===== config.mk =====
export PLATFORM = sky130hd
export DESIGN_NAME = pmod_da2_serializer_flat
export DESIGN_NICKNAME = d
export VERILOG_FILES = /design/src/rtl/pmod_da2_serializer_pkg.sv /design/src/rtl/pmod_da2_serializer_if.sv /design/src/rtl/pmod_da2_serializer_sclk_tick_gen.sv /design/src/rtl/pmod_da2_serializer.sv /design/src/flat_wrapper.sv
export SDC_FILE = /design/constraint.sdc
export NUM_CORES = 1
export LEC_CHECK = 0
export CAP_MARGIN = 20
export CORE_MARGIN = 1
export CORE_UTILIZATION = 54
export DETAILED_ROUTE_END_ITERATION = 8
export PLACE_DENSITY_LB_ADDON = 0.3
export SYNTH_ARGS = -nofsm -noshare
export SYNTH_HDL_FRONTEND = slang
export SYNTH_SLANG_ARGS = --single-unit

===== constraint.sdc =====
create_clock -name clock -period 2.08 [get_ports clock]
set_input_delay 0.416 -clock clock [delete_from_list [all_inputs] [get_ports clock]]
set_output_delay 0.416 -clock clock [all_outputs]
set_load 0.005 [all_outputs]

===== src/rtl/pmod_da2_serializer_pkg.sv =====
// ----------------------------------------------------------------------------
// da2_pkg
//
// Shared definitions for the Pmod DA2 serializer slice.
//
// Contents:
//   FRAME_BITS / DATA_BITS  - DAC121S101 frame and code widths
//   PD_*                    - power-down field encodings (frame bits [13:12])
//   state_t / ST_*          - frame engine state encoding
//   make_frame()            - builds the 16-bit word {2'b00, pd, code}
// ----------------------------------------------------------------------------
package da2_pkg;

    // One DAC121S101 frame is 16 bits, of which the low 12 carry the code.
    localparam int FRAME_BITS = 16;
    localparam int DATA_BITS  = 12;

    // Power-down field values. Anything other than PD_NORMAL parks the
    // DAC output in the named termination.
    localparam logic [1:0] PD_NORMAL = 2'b00;
    localparam logic [1:0] PD_1K     = 2'b01;
    localparam logic [1:0] PD_100K   = 2'b10;
    localparam logic [1:0] PD_HIZ    = 2'b11;

    // Frame engine states kept as plain constants so the encoding stays
    // stable for older tools and waveform viewers that key on it.
    typedef logic [1:0] state_t;
    localparam state_t ST_IDLE  = 2'd0;
    localparam state_t ST_SHIFT = 2'd1;
    localparam state_t ST_STOP  = 2'd2;

    // Two leading don't-care zeros, the power-down field, then the code,
    // transmitted MSB first.
    function automatic logic [FRAME_BITS-1:0] make_frame(
        input logic [1:0]           pd,
        input logic [DATA_BITS-1:0] code
    );
        return {2'b00, pd, code};
    endfunction

endpackage


===== src/rtl/pmod_da2_serializer_if.sv =====
// ----------------------------------------------------------------------------
// pmod_da2_serializer_if
//
// Sample-side handshake between the audio control block and the DA2
// serializer.
//
// Signals:
//   start  - sample request, level sensitive while the serializer is idle
//   data1  - channel A code (unsigned, 12 bits)
//   data2  - channel B code (unsigned, 12 bits)
//   busy   - high while a frame is being sent
//   done   - one-cycle pulse at the end of each completed frame
//
// Modports:
//   master - the producer of samples (drives start/data, watches busy/done)
//   slave  - the serializer itself
// ----------------------------------------------------------------------------
interface pmod_da2_serializer_if;
    import da2_pkg::*;

    logic                 start;
    logic [DATA_BITS-1:0] data1;
    logic [DATA_BITS-1:0] data2;
    logic                 busy;
    logic                 done;

    modport master (
        output start,
        output data1,
        output data2,
        input  busy,
        input  done
    );

    modport slave (
        input  start,
        input  data1,
        input  data2,
        output busy,
        output done
    );

endinterface


===== src/rtl/pmod_da2_serializer_sclk_tick_gen.sv =====
// ----------------------------------------------------------------------------
// sclk_tick_gen
//
// Clock-enable generator for the DA2 serial clock. Emits a single-cycle
// tick every CLK_DIV system clocks; the frame engine toggles SCLK on each
// tick, so CLK_DIV is the SCLK half-period.
//
// Ports:
//   clock  - system clock, rising-edge active
//   reset  - asynchronous, active-high reset
//   clear  - synchronous restart; the next tick arrives CLK_DIV cycles later
//   tick   - high for one cycle every CLK_DIV cycles
// ----------------------------------------------------------------------------
module sclk_tick_gen #(
    parameter int CLK_DIV = 2
) (
    input  logic clock,
    input  logic reset,
    input  logic clear,
    output logic tick
);

    // A divide-by-one still needs a one-bit counter to keep widths legal.
    localparam int CNT_W = (CLK_DIV > 1) ? $clog2(CLK_DIV) : 1;
    localparam logic [CNT_W-1:0] LAST = CNT_W'(CLK_DIV - 1);

    logic [CNT_W-1:0] count;

    // The tick is decoded from the counter's terminal value, so after a
    // clear the counter sits at zero and the first tick lands exactly
    // CLK_DIV edges later. With CLK_DIV=1 the terminal value is zero and
    // the tick is simply always high.
    assign tick = (count == LAST);

    // Free-running modulo-CLK_DIV counter with a synchronous restart used
    // to align SCLK to the frame start.
    always_ff @(posedge clock or posedge reset) begin
        if (reset) begin
            count <= '0;
        end else if (clear || tick) begin
            count <= '0;
        end else begin
            count <= count + 1'b1;
        end
    end

endmodule


===== src/rtl/pmod_da2_serializer.sv =====
// ----------------------------------------------------------------------------
// pmod_da2_serializer
//
// Frame engine for the Pmod DA2 (two DAC121S101 channels sharing SCLK and
// nSYNC). A sample request latches both 12-bit codes, then both 16-bit
// frames are shifted out MSB first in lockstep. SCLK is produced from the
// system clock through a clock enable; there is no second clock domain.
//
// Parameters:
//   CLK_DIV  - SCLK half-period in system clocks (>= 1)
//   PD_MODE  - power-down field placed in frame bits [13:12]
//
// Ports:
//   clock     - system clock, rising-edge active
//   reset     - asynchronous, active-high reset
//   bus       - sample handshake (start, data1, data2, busy, done)
//   d1        - serial data to DAC A
//   d2        - serial data to DAC B
//   sclk_out  - serial clock to both DACs (idles high)
//   nsync     - frame select, active low
//
// Frame timing, counted in cycles after the edge that accepts start:
//   cycle 1                 nsync low, bit 15 on d1/d2, sclk high
//   cycle 1+CLK_DIV*(2k-1)  falling SCLK edge k (DAC samples), k = 1..16
//   cycle 1+CLK_DIV*2k      rising SCLK edge, next bit presented
//   cycle 1+32*CLK_DIV      nsync high, sclk held high
//   cycle 1+33*CLK_DIV      idle again, done pulses, busy drops
// ----------------------------------------------------------------------------
module pmod_da2_serializer
    import da2_pkg::*;
#(
    parameter int         CLK_DIV = 2,
    parameter logic [1:0] PD_MODE = PD_NORMAL
) (
    input  logic                        clock,
    input  logic                        reset,
    pmod_da2_serializer_if.slave        bus,
    output logic                        d1,
    output logic                        d2,
    output logic                        sclk_out,
    output logic                        nsync
);

    localparam logic [3:0] LAST_BIT = 4'(FRAME_BITS - 1);

    state_t                state;
    logic [FRAME_BITS-1:0] shift1;
    logic [FRAME_BITS-1:0] shift2;
    logic [3:0]            bit_count;
    logic                  sclk_q;
    logic                  nsync_q;
    logic                  busy_q;
    logic                  done_q;
    logic                  accept;
    logic                  tick;

    // A request is only honoured while idle; anything arriving mid-frame is
    // dropped rather than queued.
    assign accept = (state == ST_IDLE) && bus.start;

    // The tick generator is restarted on the accept edge so the first SCLK
    // falling edge sits a full half-period after nsync goes low.
    sclk_tick_gen #(
        .CLK_DIV (CLK_DIV)
    ) u_tick (
        .clock (clock),
        .reset (reset),
        .clear (accept),
        .tick  (tick)
    );

    // The data lines are the MSBs of the shift registers, so they are
    // registered and simply hold their last bit while idle.
    assign d1       = shift1[FRAME_BITS-1];
    assign d2       = shift2[FRAME_BITS-1];
    assign sclk_out = sclk_q;
    assign nsync    = nsync_q;
    assign bus.busy = busy_q;
    assign bus.done = done_q;

    // Frame engine. Each tick toggles SCLK; on a falling toggle the DACs
    // sample the bit already on the line, and on the following rising
    // toggle the next bit is shifted up, which keeps each bit stable for a
    // full SCLK period centred on its falling edge. After the sixteenth
    // falling edge the rising toggle closes the frame instead, and the STOP
    // state holds nsync high for one more half-period as the minimum gap
    // before the engine reports completion and can accept again.
    always_ff @(posedge clock or posedge reset) begin
        if (reset) begin
            state     <= ST_IDLE;
            shift1    <= '0;
            shift2    <= '0;
            bit_count <= '0;
            sclk_q    <= 1'b1;
            nsync_q   <= 1'b1;
            busy_q    <= 1'b0;
            done_q    <= 1'b0;
        end else begin
            done_q <= 1'b0;
            case (state)
                ST_IDLE: begin
                    sclk_q  <= 1'b1;
                    nsync_q <= 1'b1;
                    if (bus.start) begin
                        shift1    <= make_frame(PD_MODE, bus.data1);
                        shift2    <= make_frame(PD_MODE, bus.data2);
                        bit_count <= '0;
                        nsync_q   <= 1'b0;
                        busy_q    <= 1'b1;
                        state     <= ST_SHIFT;
                    end
                end

                ST_SHIFT: begin
                    if (tick) begin
                        if (sclk_q) begin
                            sclk_q <= 1'b0;
                        end else begin
                            sclk_q <= 1'b1;
                            if (bit_count == LAST_BIT) begin
                                nsync_q <= 1'b1;
                                state   <= ST_STOP;
                            end else begin
                                shift1    <= {shift1[FRAME_BITS-2:0], 1'b0};
                                shift2    <= {shift2[FRAME_BITS-2:0], 1'b0};
                                bit_count <= bit_count + 1'b1;
                            end
                        end
                    end
                end

                ST_STOP: begin
                    if (tick) begin
                        busy_q <= 1'b0;
                        done_q <= 1'b1;
                        state  <= ST_IDLE;
                    end
                end

                default: begin
                    sclk_q  <= 1'b1;
                    nsync_q <= 1'b1;
                    busy_q  <= 1'b0;
                    state   <= ST_IDLE;
                end
            endcase
        end
    end

endmodule


===== src/flat_wrapper.sv =====
// flat-port wrapper written by rule: the top's interface ports become plain ports
module pmod_da2_serializer_flat import da2_pkg::*;
#(
    parameter int         CLK_DIV = 2,
    parameter logic [1:0] PD_MODE = PD_NORMAL
)
  (clock, reset, d1, d2, sclk_out, nsync, bus_start, bus_data1, bus_data2, bus_busy, bus_done);
  pmod_da2_serializer_if bus_i ();
  input  logic clock;
  input  logic reset;
  output logic d1;
  output logic d2;
  output logic sclk_out;
  output logic nsync;
  input wire logic [$bits(bus_i.start)-1:0] bus_start;
  input wire logic [$bits(bus_i.data1)-1:0] bus_data1;
  input wire logic [$bits(bus_i.data2)-1:0] bus_data2;
  output wire logic [$bits(bus_i.busy)-1:0] bus_busy;
  output wire logic [$bits(bus_i.done)-1:0] bus_done;
  assign bus_i.start = bus_start;
  assign bus_i.data1 = bus_data1;
  assign bus_i.data2 = bus_data2;
  assign bus_busy = bus_i.busy;
  assign bus_done = bus_i.done;
  pmod_da2_serializer #(.CLK_DIV(CLK_DIV), .PD_MODE(PD_MODE)) u_core (.clock(clock), .reset(reset), .bus(bus_i), .d1(d1), .d2(d2), .sclk_out(sclk_out), .nsync(nsync));
endmodule

* Yosys cells after proc, flatten, opt, wreduce, memory -nomap -nowiden
Cells that the tools add are included.
Word-level totals: register bits 43, input port bits 27
Operators by class: add/subtract/negate cells 2, multiplexer cells 35, reductions and logical operators 9, eq/ne operators 9, bitwise gates (word level) 2
Operators by type and width (count):
- $mux W16 | 8
- $pmux W16 S2 | 2
- $mux W4 | 4
- $mux W1 | 11
- $mux W2 | 5
- $ne A2 B2 Y1 const B | 5
- $reduce_and A5 Y1 | 2
- $pmux W4 S2 | 1
- $pmux W1 S3 | 2
- $pmux W2 S3 | 1
- $add A4 B1 Y4 const B | 1
- $eq A4 B4 Y1 const B | 1
- $reduce_and A4 Y1 | 1
- $reduce_and A3 Y1 | 1
- $eq A2 B1 Y1 const B | 1
- $eq A2 B2 Y1 const B | 1
- $logic_not A2 Y1 | 1
- $ne A2 B1 Y1 const B | 1
- $not A1 Y1 | 2
- $pmux W1 S2 | 1
- $reduce_and A2 Y1 | 1
- $reduce_bool A2 Y1 | 1
- $add A1 B1 Y1 const B | 1
- $logic_and A1 B1 Y1 | 1
- $logic_or A1 B1 Y1 | 1

* Depth between registers and ports, before layout
depth in word-level cells 5, depth in mapped cells 6, gate-level depth less buffers 4

* Hierarchy
Synthesis repeated with hierarchy kept, for this count alone.
Unflattened totals: cells, all modules 161, area, all modules 2115.8 um2
Modules (own cells, without submodules):
- pmod_da2_serializer | sequential area each 1053.5 um2, instances 1, area each 2083.2 um2, cells each 158
- sclk_tick_gen | sequential area each 25.0 um2, instances 1, area each 32.5 um2, cells each 3

* Least setup slack after synthesis
No wires, ideal clock.
path kind register -> register, start point register u_core.sclk_q, in the netlist u_core.sclk_out, end point register u_core.shift1[10], path slack 0.474 ns, data arrival time 1.481 ns, period minus slack after synthesis 1.606 ns, cell stages (with the launch flop) 6, cell sequence dfstp_2 -> and4bb_4 -> a21o_1 -> buf_6 -> buf_12 -> mux2_4
On the way: longest elaborated chain between the ends 2
Ends and longest elaborated chain:
- start, declared | line pmod_da2_serializer.sv:50 | logic sclk_q;
- start signal, assigned | line pmod_da2_serializer.sv:94 | sclk_q <= 1'b1;
- start signal, assigned | line pmod_da2_serializer.sv:102 | sclk_q <= 1'b1;
- start signal, assigned | line pmod_da2_serializer.sv:117 | sclk_q <= 1'b0;
- $ne A2 B2 Y1 (no source line)
- $reduce_and A5 Y1 (no source line)
- end signal, assigned | line pmod_da2_serializer.sv:105 | shift1 <= make_frame(PD_MODE, bus.data1);
- end signal, assigned | line pmod_da2_serializer.sv:124 | shift1 <= {shift1[FRAME_BITS-2:0], 1'b0};
- end, declared | line pmod_da2_serializer.sv:47 | logic [FRAME_BITS-1:0] shift1;
No other way between the ends. A chain may end at the register's enable or synchronous reset.

* Worst setup path after layout
start point register u_core.state[1], end point register u_core.shift2[14]
On the way: longest elaborated chain between the ends 3, elaborated cells between the ends (all ways) 9
Ends and longest elaborated chain:
- start, declared | line pmod_da2_serializer.sv:46 | state_t state;
- start signal, assigned | line pmod_da2_serializer.sv:90 | state <= ST_IDLE;
- start signal, assigned | line pmod_da2_serializer.sv:110 | state <= ST_SHIFT;
- start signal, assigned | line pmod_da2_serializer.sv:122 | state <= ST_STOP;
- $eq A2 B1 Y1 / $logic_not A2 Y1 (equally long branches) | line pmod_da2_serializer.sv:100 | case (state)
- $ne A2 B2 Y1 (no source line) / $reduce_bool A2 Y1 (equally long branches)
- $reduce_and A5 Y1 (no source line)
- end signal, assigned | line pmod_da2_serializer.sv:106 | shift2 <= make_frame(PD_MODE, bus.data2);
- end signal, assigned | line pmod_da2_serializer.sv:125 | shift2 <= {shift2[FRAME_BITS-2:0], 1'b0};
- end, declared | line pmod_da2_serializer.sv:48 | logic [FRAME_BITS-1:0] shift2;
Parallel ways exist; a longest one is shown, timed or not.

==> impl_metrics.yaml <==
outcome:
  run_status: "finished, final reports clean"
clock_tree:
  htreeDepth: 2
  postCtsHoldBufs: 0
  cts_tree: "yes"
  clk_latency_ns: 0.29
  clk_pin_slew_worst_paths_ns: 0.08
  root_buffer: "clkbuf_8"
  cts-resized-gates: 0
  clock_sinks: 43
  clockBufferDepth: 2
  cts_made_buffers: 5
  post-cts-setup-buffers: 0
synthesis:
  synth_top_area_share_pct: 46.1
  syn-cell-area_um2: 2220
  synth_cell_types: 34
  ys_top_cells_by_area: "dfrtp_1, mux2_4, mux2_2, buf_6, mux2i_1"
  synth_edf_count: 0
  synth-seq-cells: 43
  synth_common_cells: "dfrtp_1, mux2_2, mux2_4"
  ys.flop_type: "dfrtp_1"
  avgSynthCellArea_um2: 13.2
  async_flop_share_pct: 100
  synth.most_common_cell: "dfrtp_1"
  postSynthCellCount: 168
  seq_area_frac_synth_pct: 48.5
  syn_nets: 196
  yosysWarnings: 0
  yosys.area.top_type: "dfrtp_1"
layout:
  post_route_cells_drive_above_1_share_pct: 32.7
  fin_nets: 232
  area.growth.synth_to_final_pct: 20.5
  antenna_cells: 0
  fin_area_um2: 2680
  final_util_pct: 70.6
drt:
  drt_iter0_markers: 102
  wl_per_cell_um: 15.4
  vias_per_cell: 5.45
  routed_wirelength_mm: 3.89
  ant_nets: 0
  drt-pass1-iter-count: 4
  route.detailed.drc: 0
  num_vias: 1379
hold_path:
  min_from: "u_core.shift2[6]"
  holdPathStages: 1
  holdCritPathClass: "reg -> reg"
grt:
  grtUsageMet1_pct: 25.7
  antenna_found_initial: 0
  grt_busiest_layer: "met2"
  grt_use_met2_pct: 34.4
  grt_pass1_wl_mm: 6.69
  use_met3_pct: 4.31
  grt_max_degree: 44
  grt_usage_pct: 20.9
  grt-ovfl-total: 0
  first_global_vias: 1445
worst_setup_path:
  crit_required_ns: 2.26
  crit_path_start_kind: "register"
  reg2reg_depth: 4
  reg2reg_from: "u_core.state[1]"
  worstSetupStartpoint: "u_core.state[1]"
  crit_fanout: 11
  cp.arrival_ns: 1.98
  end_kind: "register"
  critPathKind: "reg -> reg"
power:
  ir_drop_v: 0.000651
  power_leakage_nw: 1.23
  switchingPower_w: 0.00123
  power.share.clock_pct: 14.4
  power_w: 0.00391
  seqPwrFrac_pct: 36.1
  power_density_nw_per_um2: 1460
  p_comb_share_pct: 49.5
  internal-power_w: 0.00268
  p_sw_share_pct: 31.3
floorplanning:
  fp.dieArea_um2: 4380
  io_pins: 33
  core_area_um2: 3800
  rows: 22
  dieWidth_um: 66.2
  die_y_um: 66.2
  initial_core_util_pct: 58.5
timing:
  finalCritPeriodShare_pct: 86.5
  clock-skew-final_ns: 0.00731
  slew_violations: 0
  period_minus_slack_ns: 1.80
  fmax_mhz: 555
  relSlewSlack_pct: 65.3
  rsz0062_at_grt: "no"
  setup_violations: 0
  final_hold_viol_count: 0
  tns_ns: 0
  worst_pin_slew_ns: 0.520
place:
  io_buffers: 32
  detailed_place.area_um2: 2580
  place_congestion: 0.740
  dp.final_hpwl_mm: 2.72
run:
  maxCapViolations: 0
## cell families (layout without fill, tap and decap cells)
family	Yosys count	count (layout)	share of synthesized area, %
buffers and inverters	24	61	8.44
adder cells (fa/ha/maj)	1	1	0.563
multiplexers	53	53	29.9
AND/OR/NAND/NOR	30	30	7.60
AO/OA/AOI/OAI	17	17	5.01
flip-flops	43	43	48.5
## layout by cell type, fill, tap and decap left out, types with 2 or more instances in the layout
master            n
a21oi_1           2
clkbuf_8          7
o21ai_0           5
nand2_1           9
nand3_1           5
mux2_4           20
buf_12            4
nor2_1            7
clkdlybuf4s50_1  32
a31oi_1           2
nand2b_1          2
buf_4             5
mux2_2           25
mux2i_1           6
mux2_1            2
dfrtp_1          41
inv_1            12
dfstp_2           2
## flip-flops by register name, indices dropped and copies added, names as in the netlist
register,cells
u_core.shift2,16
u_core.state,2
u_core.sclk_out,1
u_core.u_tick.tick,1
u_core.shift1,16
u_core.bus.busy,1
u_core.bit_count,4
u_core.bus.done,1
u_core.nsync,1
## per-stage QoR
| step | instances | hold slack, ns | setup WS [ns] |
|---|---|---|---|
| after global placement | 245 | 0.486 | 0.124 |
| final | 253 | 0.511 | 0.280 |
| after global routing | 253 | 0.528 | 0.230 |
| after detailed placement | 245 | 0.493 | 0.0887 |
| after CTS | 253 | 0.515 | 0.281 |
| after floorplan | 168 | 0.475 | 0.474 |
## layer usage
layer | up-vias | routed length (µm) | part of all wire (%)
met1 | 687 | 1700 | 44
met3 | 9 | 146 | 3.8
met5 | - | 0 | 0
met4 | 0 | 93 | 2.4
li1 | 648 | - | -
met2 | 35 | 1950 | 50
## power groups by stage
stage / Combinational, W / Clock [W] / Sequential (W)
after floorplan: 0.00164 / 0 / 0.00133
after global placement: 0.00187 / 0 / 0.00140
after detailed placement: 0.00194 / 0 / 0.00142
after CTS: 0.00195 / 0.000583 / 0.00141
after global routing: 0.00209 / 0.000619 / 0.00146
final: 0.00193 / 0.000563 / 0.00141
## final timing paths
| kind | slack, ns | end |
|---|---|---|
| hold / removal | 0.51 | u_core.shift2[6] |
| setup / recovery | 0.28 | u_core.shift2[14] |
| max in group asynchronous | 1.16 | u_core.shift2[2] |
| hold reg to reg | 0.51 | u_core.shift2[6] |
| min in group asynchronous | 0.56 | u_core.bus.done |
| setup reg to reg | 0.28 | u_core.shift2[14] |
## area by class of cell
class,count,area (µm²)
Sequential cell,43,1080
Timing Repair Buffer,41,438
Inverter,12,45.0
Multi-Input combinational cell,101,958
Clock buffer,8,100
Tap cell,48,60.1
Fill cell,262,1120
## critical path: stages, from the launching register on
cell	delay (ns)
dfrtp_1	0.51
and4bb_4	0.43
a21o_2	0.24
buf_12	0.16
mux2_2	0.33
(Power assumes the default switching activity.)
